`src/rtl/parking_pass_keypad.sv`:
```
// parking_pass_keypad: syncs and debounces a raw keypad, assembles two digits for the gate FSM.
// Defining LOCKOUT_EN adds a reject counter and a timed LOCKED state.
module parking_pass_keypad #(
    parameter int DEBOUNCE_CYCLES = 4,
    parameter int TIMEOUT_CYCLES  = 64,
    parameter int MAX_TRIES       = 3,
    parameter int LOCK_CYCLES     = 128
) (
    input  logic       clk,
    input  logic       reset_n,
    input  logic       sensor_entrance,
    input  logic       key_press,
    input  logic [1:0] key_code,
    input  logic       key_clear,
    input  logic       pass_accept,
    input  logic       pass_reject,
    output logic [1:0] pass1,
    output logic [1:0] pass2,
    output logic       pass_valid,
    output logic [1:0] digit_cnt,
    output logic       locked
);

    localparam int DB_W = $clog2(DEBOUNCE_CYCLES + 1);
    localparam int TO_W = $clog2(TIMEOUT_CYCLES + 1);

    generate
        if (DEBOUNCE_CYCLES < 1 || TIMEOUT_CYCLES < 1 || MAX_TRIES < 1 || LOCK_CYCLES < 1) begin : g_bad_cfg
            $error("parking_pass_keypad: cycle and try parameters must be at least 1");
        end
    endgenerate

`ifdef LOCKOUT_EN
    typedef enum logic [2:0] {S_IDLE, S_EMPTY, S_ONE, S_READY, S_LOCKED} state_t;
    localparam int FAIL_W = $clog2(MAX_TRIES + 1);
    localparam int LK_W   = $clog2(LOCK_CYCLES + 1);
    logic [FAIL_W-1:0] fail_q, fail_d;
    logic [LK_W-1:0]   lock_q, lock_d;
`else
    typedef enum logic [1:0] {S_IDLE, S_EMPTY, S_ONE, S_READY} state_t;
`endif

    logic            kp_s1_q, kp_s2_q;
    logic [1:0]      kc_s1_q, kc_s2_q;
    logic [DB_W-1:0] db_cnt_q, db_cnt_d;
    logic            evt_q, evt_d;
    logic [1:0]      evt_code_q;
    state_t          state_q, state_d;
    logic [1:0]      p1_q, p1_d, p2_q, p2_d;
    logic [TO_W-1:0] tmo_q, tmo_d;
    logic            tmo_hit;

    // Run-length counter saturates at DEBOUNCE_CYCLES so a held key fires exactly once.
    always_comb begin
        db_cnt_d = db_cnt_q;
        if (!kp_s2_q) begin
            db_cnt_d = '0;
        end else if (db_cnt_q != DB_W'(DEBOUNCE_CYCLES)) begin
            db_cnt_d = db_cnt_q + DB_W'(1);
        end
        evt_d = kp_s2_q && (db_cnt_q == DB_W'(DEBOUNCE_CYCLES - 1));
    end

    always_ff @(posedge clk or negedge reset_n) begin
        if (!reset_n) begin
            kp_s1_q    <= 1'b0;
            kp_s2_q    <= 1'b0;
            kc_s1_q    <= '0;
            kc_s2_q    <= '0;
            db_cnt_q   <= '0;
            evt_q      <= 1'b0;
            evt_code_q <= '0;
            state_q    <= S_IDLE;
            p1_q       <= '0;
            p2_q       <= '0;
            tmo_q      <= '0;
        end else begin
            kp_s1_q    <= key_press;
            kp_s2_q    <= kp_s1_q;
            kc_s1_q    <= key_code;
            kc_s2_q    <= kc_s1_q;
            db_cnt_q   <= db_cnt_d;
            evt_q      <= evt_d;
            evt_code_q <= kc_s2_q;
            state_q    <= state_d;
            p1_q       <= p1_d;
            p2_q       <= p2_d;
            tmo_q      <= tmo_d;
        end
    end

`ifdef LOCKOUT_EN
    always_ff @(posedge clk or negedge reset_n) begin
        if (!reset_n) begin
            fail_q <= '0;
            lock_q <= '0;
        end else begin
            fail_q <= fail_d;
            lock_q <= lock_d;
        end
    end
`endif

    assign tmo_hit = (tmo_q == TO_W'(TIMEOUT_CYCLES - 1));

    // Session FSM; the idle timer only runs while staying in ONE, so entry restarts it.
    always_comb begin
        state_d = state_q;
        p1_d    = p1_q;
        p2_d    = p2_q;
        tmo_d   = '0;
`ifdef LOCKOUT_EN
        fail_d  = fail_q;
        lock_d  = '0;
        if (state_q == S_LOCKED) begin
            p1_d = '0;
            p2_d = '0;
            if (lock_q == LK_W'(LOCK_CYCLES - 1)) begin
                fail_d  = '0;
                state_d = sensor_entrance ? S_EMPTY : S_IDLE;
            end else begin
                lock_d = lock_q + LK_W'(1);
            end
        end else
`endif
        if (!sensor_entrance) begin
            state_d = S_IDLE;
            p1_d    = '0;
            p2_d    = '0;
        end else begin
`ifdef LOCKOUT_EN
            if (pass_accept) begin
                fail_d = '0;
            end
`endif
            unique case (state_q)
                S_IDLE: begin
                    state_d = S_EMPTY;
                end
                S_EMPTY: begin
                    if (key_clear) begin
                        p1_d = '0;
                        p2_d = '0;
                    end else if (evt_q) begin
                        p1_d    = evt_code_q;
                        state_d = S_ONE;
                    end
                end
                S_ONE: begin
                    if (key_clear || (!evt_q && tmo_hit)) begin
                        p1_d    = '0;
                        p2_d    = '0;
                        state_d = S_EMPTY;
                    end else if (evt_q) begin
                        p2_d    = evt_code_q;
                        state_d = S_READY;
                    end else begin
                        tmo_d = tmo_q + TO_W'(1);
                    end
                end
                S_READY: begin
                    if (key_clear) begin
                        p1_d    = '0;
                        p2_d    = '0;
                        state_d = S_EMPTY;
                    end else if (pass_reject) begin
                        p1_d    = '0;
                        p2_d    = '0;
                        state_d = S_EMPTY;
`ifdef LOCKOUT_EN
                        fail_d = fail_q + FAIL_W'(1);
                        if (fail_q == FAIL_W'(MAX_TRIES - 1)) begin
                            state_d = S_LOCKED;
                        end
`endif
                    end
                end
                default: begin
                    state_d = S_IDLE;
                    p1_d    = '0;
                    p2_d    = '0;
                end
            endcase
        end
    end

    always_comb begin
        case (state_q)
            S_ONE:   digit_cnt = 2'd1;
            S_READY: digit_cnt = 2'd2;
            default: digit_cnt = 2'd0;
        endcase
    end

    assign pass1      = p1_q;
    assign pass2      = p2_q;
    assign pass_valid = (state_q == S_READY);
`ifdef LOCKOUT_EN
    assign locked     = (state_q == S_LOCKED);
`else
    assign locked     = 1'b0;
`endif

endmodule

```
`config.mk`:
```
export PLATFORM = sky130hd
export DESIGN_NAME = parking_pass_keypad
export DESIGN_NICKNAME = d
export VERILOG_FILES = /design/src/rtl/parking_pass_keypad.sv
export SDC_FILE = /design/constraint.sdc
export NUM_CORES = 1
export LEC_CHECK = 0
export ABC_CLOCK_PERIOD_IN_PS = 2290
export CAP_MARGIN = 20
export CORE_ASPECT_RATIO = 1.1
export CORE_MARGIN = 5
export CORE_UTILIZATION = 45
export DETAILED_ROUTE_END_ITERATION = 7
export HOLD_SLACK_MARGIN = 0.08
export PLACE_DENSITY = 0.65
export RECOVER_POWER = 100
export SLEW_MARGIN = 10
export SYNTH_ARGS = -nofsm -noshare
export SYNTH_HDL_FRONTEND = slang
export SYNTH_SLANG_ARGS = --single-unit
```
`constraint.sdc`:
```
create_clock -name clk -period 2.29 [get_ports clk]
set_input_delay 0.458 -clock clk [delete_from_list [all_inputs] [get_ports clk]]
set_output_delay 0.458 -clock clk [all_outputs]
set_load 0.01 [all_outputs]
```
======== Word-level counts from Yosys, hierarchy flattened ========
Cells that the tools add are included.
word-level totals
  bits of input ports ..................... 9
  RAM bits ................................ 0
  output and inout port bits .............. 8
  memory bits (read-only) ................. 0
  latch bits .............................. 0
  register bits ........................... 25
  word-level logic and storage cells ...... 62
  memories kept ........................... 0
cells by class
  multiply operators ...................... 0
  equal/unequal tests ..................... 15
  bitwise gates (word level) .............. 0
  reduce and logical (&&, ||, !) cells .... 8
  magnitude comparators ................... 0
  multiplexer cells ....................... 26
  div/mod/pow operators ................... 0
  add/subtract/negate cells ............... 2
  shift operators ......................... 0
operators with widths
  operator             count
  $mux 2               16
  $mux 7               4
  $ne 3x3->1 const B   5
  $ne 4x4->1 const B   3
  $pmux 2 s3           2
  $reduce_and 4->1     3
  $pmux 2 s4           1
  $add 7x1->7 const B  1
  $eq 7x6->1 const B   1
  $mux 3               2
  $eq 2x2->1 const B   2
  $ne 4x1->1 const B   1
  $pmux 2 s2           1
  $add 3x1->3 const B  1
  $eq 3x2->1 const B   1
  $eq 2x1->1 const B   1
  $logic_and 1x1->1    2
  $logic_not 2->1      1
  $ne 2x1->1 const B   1
  $logic_not 1->1      1
  $logic_or 1x1->1     1

======== Longest topological paths before layout ========
Gate-level depths: netlist of the first run.
  depth after elaboration ................. 6
  gate-level depth with buffers ........... 6
  gate-level depth less buffers ........... 6

======== Worst setup path before layout of the first run ========
No wires, ideal clock.
  path type ............................... reg2reg
  start ................................... register tmo_q[0]
  end ..................................... register state_q[1]
  path buffers ............................ 0
  required time ........................... 2162 ps
  data arrival time ....................... 1518 ps
  cell stages (with the launch flop) ...... 6
  clock period less this slack ............ 1645 ps
  library setup time ...................... 128 ps
  path slack .............................. 645 ps
  cells stage by stage .................... dfrtp_1 > ha_1 > nand3_1 > o31ai_4 > a21boi_1 > mux2_1
on the way
  cells in the longest elaborated chain, start to end .. 6
  elaborated cells between the ends (all ways) .. 8
  those cells by class .................... 2 x eq/ne; 3 x mux; 3 x reduce/logical
ends and longest elaborated chain
  item                      line  source
  start: declaration        50    logic [TO_W-1:0] tmo_q, tmo_d;
  start signal: assignment  88    tmo_q <= tmo_d;
  $eq 7x6->1 *              104   assign tmo_hit = (tmo_q == TO_W'(TIMEOUT_CYCLES - 1));
  $logic_and 1x1->1 *       150   if (key_clear || (!evt_q && tmo_hit)) begin
  $logic_or 1x1->1 *        150
  $mux 2                    150
  $pmux 2 s4                136   unique case (state_q)
  $mux 2                    126   if (!sensor_entrance) begin
  end signal: assignment    85    state_q <= state_d;
  end: declaration          48    state_t state_q, state_d;
Every way passes the cells marked *; elsewhere a longest branch is shown, timed or not.
A chain may end at the register's enable or synchronous reset.

======== Worst setup path in the final report of the first run ========
  start ................................... register state_q[0]
  end ..................................... output digit_cnt[1]
on the way
  cells in the longest elaborated chain, start to end .. 2
  elaborated cells between the ends (all ways) .. 3
  those cells by class .................... 2 x eq/ne; 1 x mux
ends and longest elaborated chain
  item              line  source
  $eq 2x2->1        188   case (state_q)
  $pmux 2 s2 *      188
  end: declaration  20    output logic [1:0] digit_cnt,
Marked as above.

==> impl_metrics.env, run 1 <==
export IMPL_timing_hold_worst_class="reg2reg"
export IMPL_slew_limit_headroom=0.135
export IMPL_final_setup_tns_ns=0
export IMPL_detailed_route_via_count=778
export IMPL_worst_slew_pin_transition_ns=1.30
export IMPL_path_clk_slew_ns=0.13
export IMPL_leakage_nw=0.628
export IMPL_globalRouteMet3Util=0.0265
export IMPL_ctsHoldBuffers=0
export IMPL_vdd_ir_max_mv=0.500
export IMPL_synthesis_yosys_warnings=0
export IMPL_cp_end_kind="output port"
export IMPL_antenna_left=0
export IMPL_max_clock_path_buffers=2
export IMPL_detail_route_first_pass_iterations=4
export IMPL_post_route_fraction_of_the_period_consumed_by_the_critical_path=0.923
export IMPL_totalWireLength_mm=1.78
export IMPL_syn_nets=121
export IMPL_globalRoute_busiestLayer="met2"
export IMPL_fin_hold_ws_ns=0.364
export IMPL_crit_arrival_ns=1.66
export IMPL_pwr_density_cell_nw_per_um2=746
export IMPL_syn_to_final_growth_pct=17.5
export IMPL_critical_path_top_delay_family="buffers and inverters"
export IMPL_clkSinkCount=25
export IMPL_final_critical_path_setup_slack_ns=0.177
export IMPL_top_level_ports=17
export IMPL_placeableCoreArea_um2=2500
export IMPL_path_cells="ha_1 > dlygate4sd3_1"
export IMPL_slew_viol_final=0
export IMPL_synth_main_ff_cell="dfrtp_1"
export IMPL_row_count=19
export IMPL_worst_path_max_delay_cell="dlygate4sd3_1"
export IMPL_worstSetupPathType="reg2out"
export IMPL_finClkSkew_ns=0.00421
export IMPL_ys_async_sr_fraction=1.00
export IMPL_routabilityCongestion=0.720
export IMPL_vias_per_cell=5.12
export IMPL_fillers=216
export IMPL_ys_seq_area_frac=0.532
export IMPL_clock_root_buffer="clkbuf_4"
export IMPL_die_w_um=58.7
export IMPL_crit_path_max_incr_delay_ns=0.62
export IMPL_setup_repair_bufs_after_cts=0
export IMPL_hold_path_depth=0
export IMPL_grt_use_met1=0.123
export IMPL_detail_route_drc_violations=0
export IMPL_die_area_um2=3730
export IMPL_finalHoldViolations=0
export IMPL_grt_use_total=0.112
export IMPL_clk_insertion_delay_late_ns=0.32
export IMPL_run_status="finished clean"
export IMPL_setup_viol=0
export IMPL_antenna_cell_count=0
export IMPL_grt_pass1_wl_mm=3.18
export IMPL_syn_instance_count=103
export IMPL_grt_start_max_net_pins=26
export IMPL_rr_worst_depth=5
export IMPL_cts_tree="built"
export IMPL_post_drt_wl_per_cell_um=11.7
export IMPL_final_net_count=140
export IMPL_syn_area_um2=1170
export IMPL_place_worst_setup_slack_ns=0.206
export IMPL_dr_first_iter_drc_count=27
export IMPL_fin_total_pwr_mw=1.03
export IMPL_dp_hpwl_mm=1.37
export IMPL_cts_inserted_buffers=3
export IMPL_post_synth_num_cell_types=32
export IMPL_chipHeight_um=63.6
export IMPL_rsz0062_at_grt="false"
export IMPL_globalRoute_totalOverflow=0
export IMPL_met2_usage=0.182
export IMPL_h_tree_depth=1
export IMPL_critPathRequiredTime_ns=1.83
export IMPL_via_count_of_the_first_global_routing_pass=771
export IMPL_timing_critical_path_from_type="flop"
export IMPL_maxCapViolations=0
export IMPL_crit_cells=2
export IMPL_critPathMaxFanout=5
export IMPL_cts_resized=0
export IMPL_grt_antenna_before_repair=0
export IMPL_post_route_minimum_period_ns=2.11
export IMPL_fin_util=0.553
export IMPL_syn_area_per_cell_um2=11.4
export IMPL_fraction_of_layout_instances_using_a_drive_strength_above_1=0.0744
export IMPL_portBuffers=14
export IMPL_synth_edff_count=0
export IMPL_critical_path_n_buffers_inverters=1
export IMPL_yosys_register_bits=25
export IMPL_fmax_mhz=473
export IMPL_start_util=0.471
[worst paths after layout]
| kind | start | to | slack (ns) |
|---|---|---|---|
| min | kc_s1_q[1]$_DFF_PN0_ | kc_s2_q[1]$_DFF_PN0_ | 0.36 |
| max | state_q[0]$_DFFE_PN0P_ | digit_cnt[1] | 0.18 |
| min reg2reg | kc_s1_q[1]$_DFF_PN0_ | kc_s2_q[1]$_DFF_PN0_ | 0.36 |
| max reg2reg | tmo_q[0]$_DFF_PN0_ | state_q[1]$_DFFE_PN0P_ | 0.44 |
| max in group asynchronous | reset_n | tmo_q[2]$_DFF_PN0_ | 0.61 |
| min in group asynchronous | reset_n | db_cnt_q[0]$_DFFE_PN0P_ | 0.93 |
[synth_stat cells (2+ instances only)]
| cell | count | area, um^2 |
|---|---|---|
| mux2i_1 | 4 | 40.0 |
| inv_1 | 10 | 37.5 |
| o211ai_1 | 2 | 15.0 |
| a21oi_1 | 3 | 15.0 |
| xor2_1 | 2 | 17.5 |
| dfrtp_1 | 25 | 626 |
| xnor2_1 | 2 | 17.5 |
| nand2_1 | 9 | 33.8 |
| ha_1 | 9 | 113 |
| a21boi_0 | 2 | 15.0 |
| nand3b_1 | 2 | 15.0 |
| nor2_1 | 6 | 22.5 |
| buf_4 | 2 | 15.0 |
| and2_1 | 2 | 12.5 |
| nand3_1 | 5 | 25.0 |
| o21ai_0 | 2 | 10.0 |
[metrics by stage]
stage	area [um^2]	std cells
after floorplan	1170	103
after global placement	1350	148
after detailed placement	1350	148
after CTS	1380	152
after global routing	1380	152
final	1380	152
[power by group]
group	internal, mW	leakage (nW)	switching, mW	total [mW]
combinational	0.150	0.288	0.145	0.295
sequential	0.496	0.326	0.0412	0.537
clock	0.0669	0.0139	0.130	0.197
[cells in the final DEF (no fill, tap or decap)]
cell type,n
clkdlybuf4s50_1,3
dlygate4sd3_1,11
and4bb_4,1
nand4bb_1,1
nand2b_1,1
nor3b_1,1
clkinvlp_4,1
nand2_1,9
and4_1,1
xor2_1,2
a31o_2,1
mux2i_1,4
a21o_1,1
or3_1,1
and2_1,1
nand3_1,5
inv_1,10
clkbuf_1,1
buf_4,1
a21oi_1,3
clkbuf_4,3
and3_2,1
nor2_1,6
o21ai_0,2
o31ai_4,1
xnor2_1,2
conb_1,1
and2_0,1
a31oi_1,1
mux2_1,1
nand3b_1,2
a21boi_0,3
nor4b_1,1
o211ai_1,2
dfrtp_1,25
nor2b_1,1
ha_1,9
[per-layer routing]
metal,wire length (um),share of wire,vias to the layer above
li1,-,-,381
met1,745,0.42,376
met2,887,0.50,16
met3,93,0.052,5
met4,58,0.033,0
met5,0,0,-
[registers in the layout (all words and copies together), names as in the netlist]
signal	cells
pass1	2
db_cnt_q	3
tmo_q	7
evt_q	1
kp_s2_q	1
kp_s1_q	1
pass2	2
state_q	2
kc_s2_q	2
kc_s1_q	2
evt_code_q	2
[final cells by class]
type	count	area (um^2)	area share
flip-flops and latches	25	626	0.453
inverters	10	37.5	0.0272
well taps	31	38.8	0.0281
multi-input cells	66	497	0.360
clock buffers	3	22.5	0.0163
clock inverters	1	7.51	0.00544
repair buffers	16	151	0.110
[kinds of logic (layout without fill, tap and decap cells)]
group / count (synthesis) / in the layout / share of synthesized area
xor+xnor: 4 / 4 / 0.0298
mux: 5 / 5 / 0.0437
buf+inv: 12 / 30 / 0.0447
flops: 25 / 25 / 0.532
other cells: 1 / 1 / 0.00319
simple gates: 33 / 33 / 0.160
fa+ha+maj: 9 / 9 / 0.0958
compound gates: 14 / 14 / 0.0905
(Power assumes the default switching activity.)
==> inputs of run 2 (changes only) <==
--- a/config.mk
+++ b/config.mk
@@ -6,7 +6,7 @@
 export NUM_CORES = 1
 export LEC_CHECK = 0
 export ABC_CLOCK_PERIOD_IN_PS = 2290
-export CAP_MARGIN = 20
+export CAP_MARGIN = 0
 export CORE_ASPECT_RATIO = 1.1
 export CORE_MARGIN = 5
 export CORE_UTILIZATION = 45
==> results of run 2 <==
Final layout, timing and power as in run 1 (identical DEF).
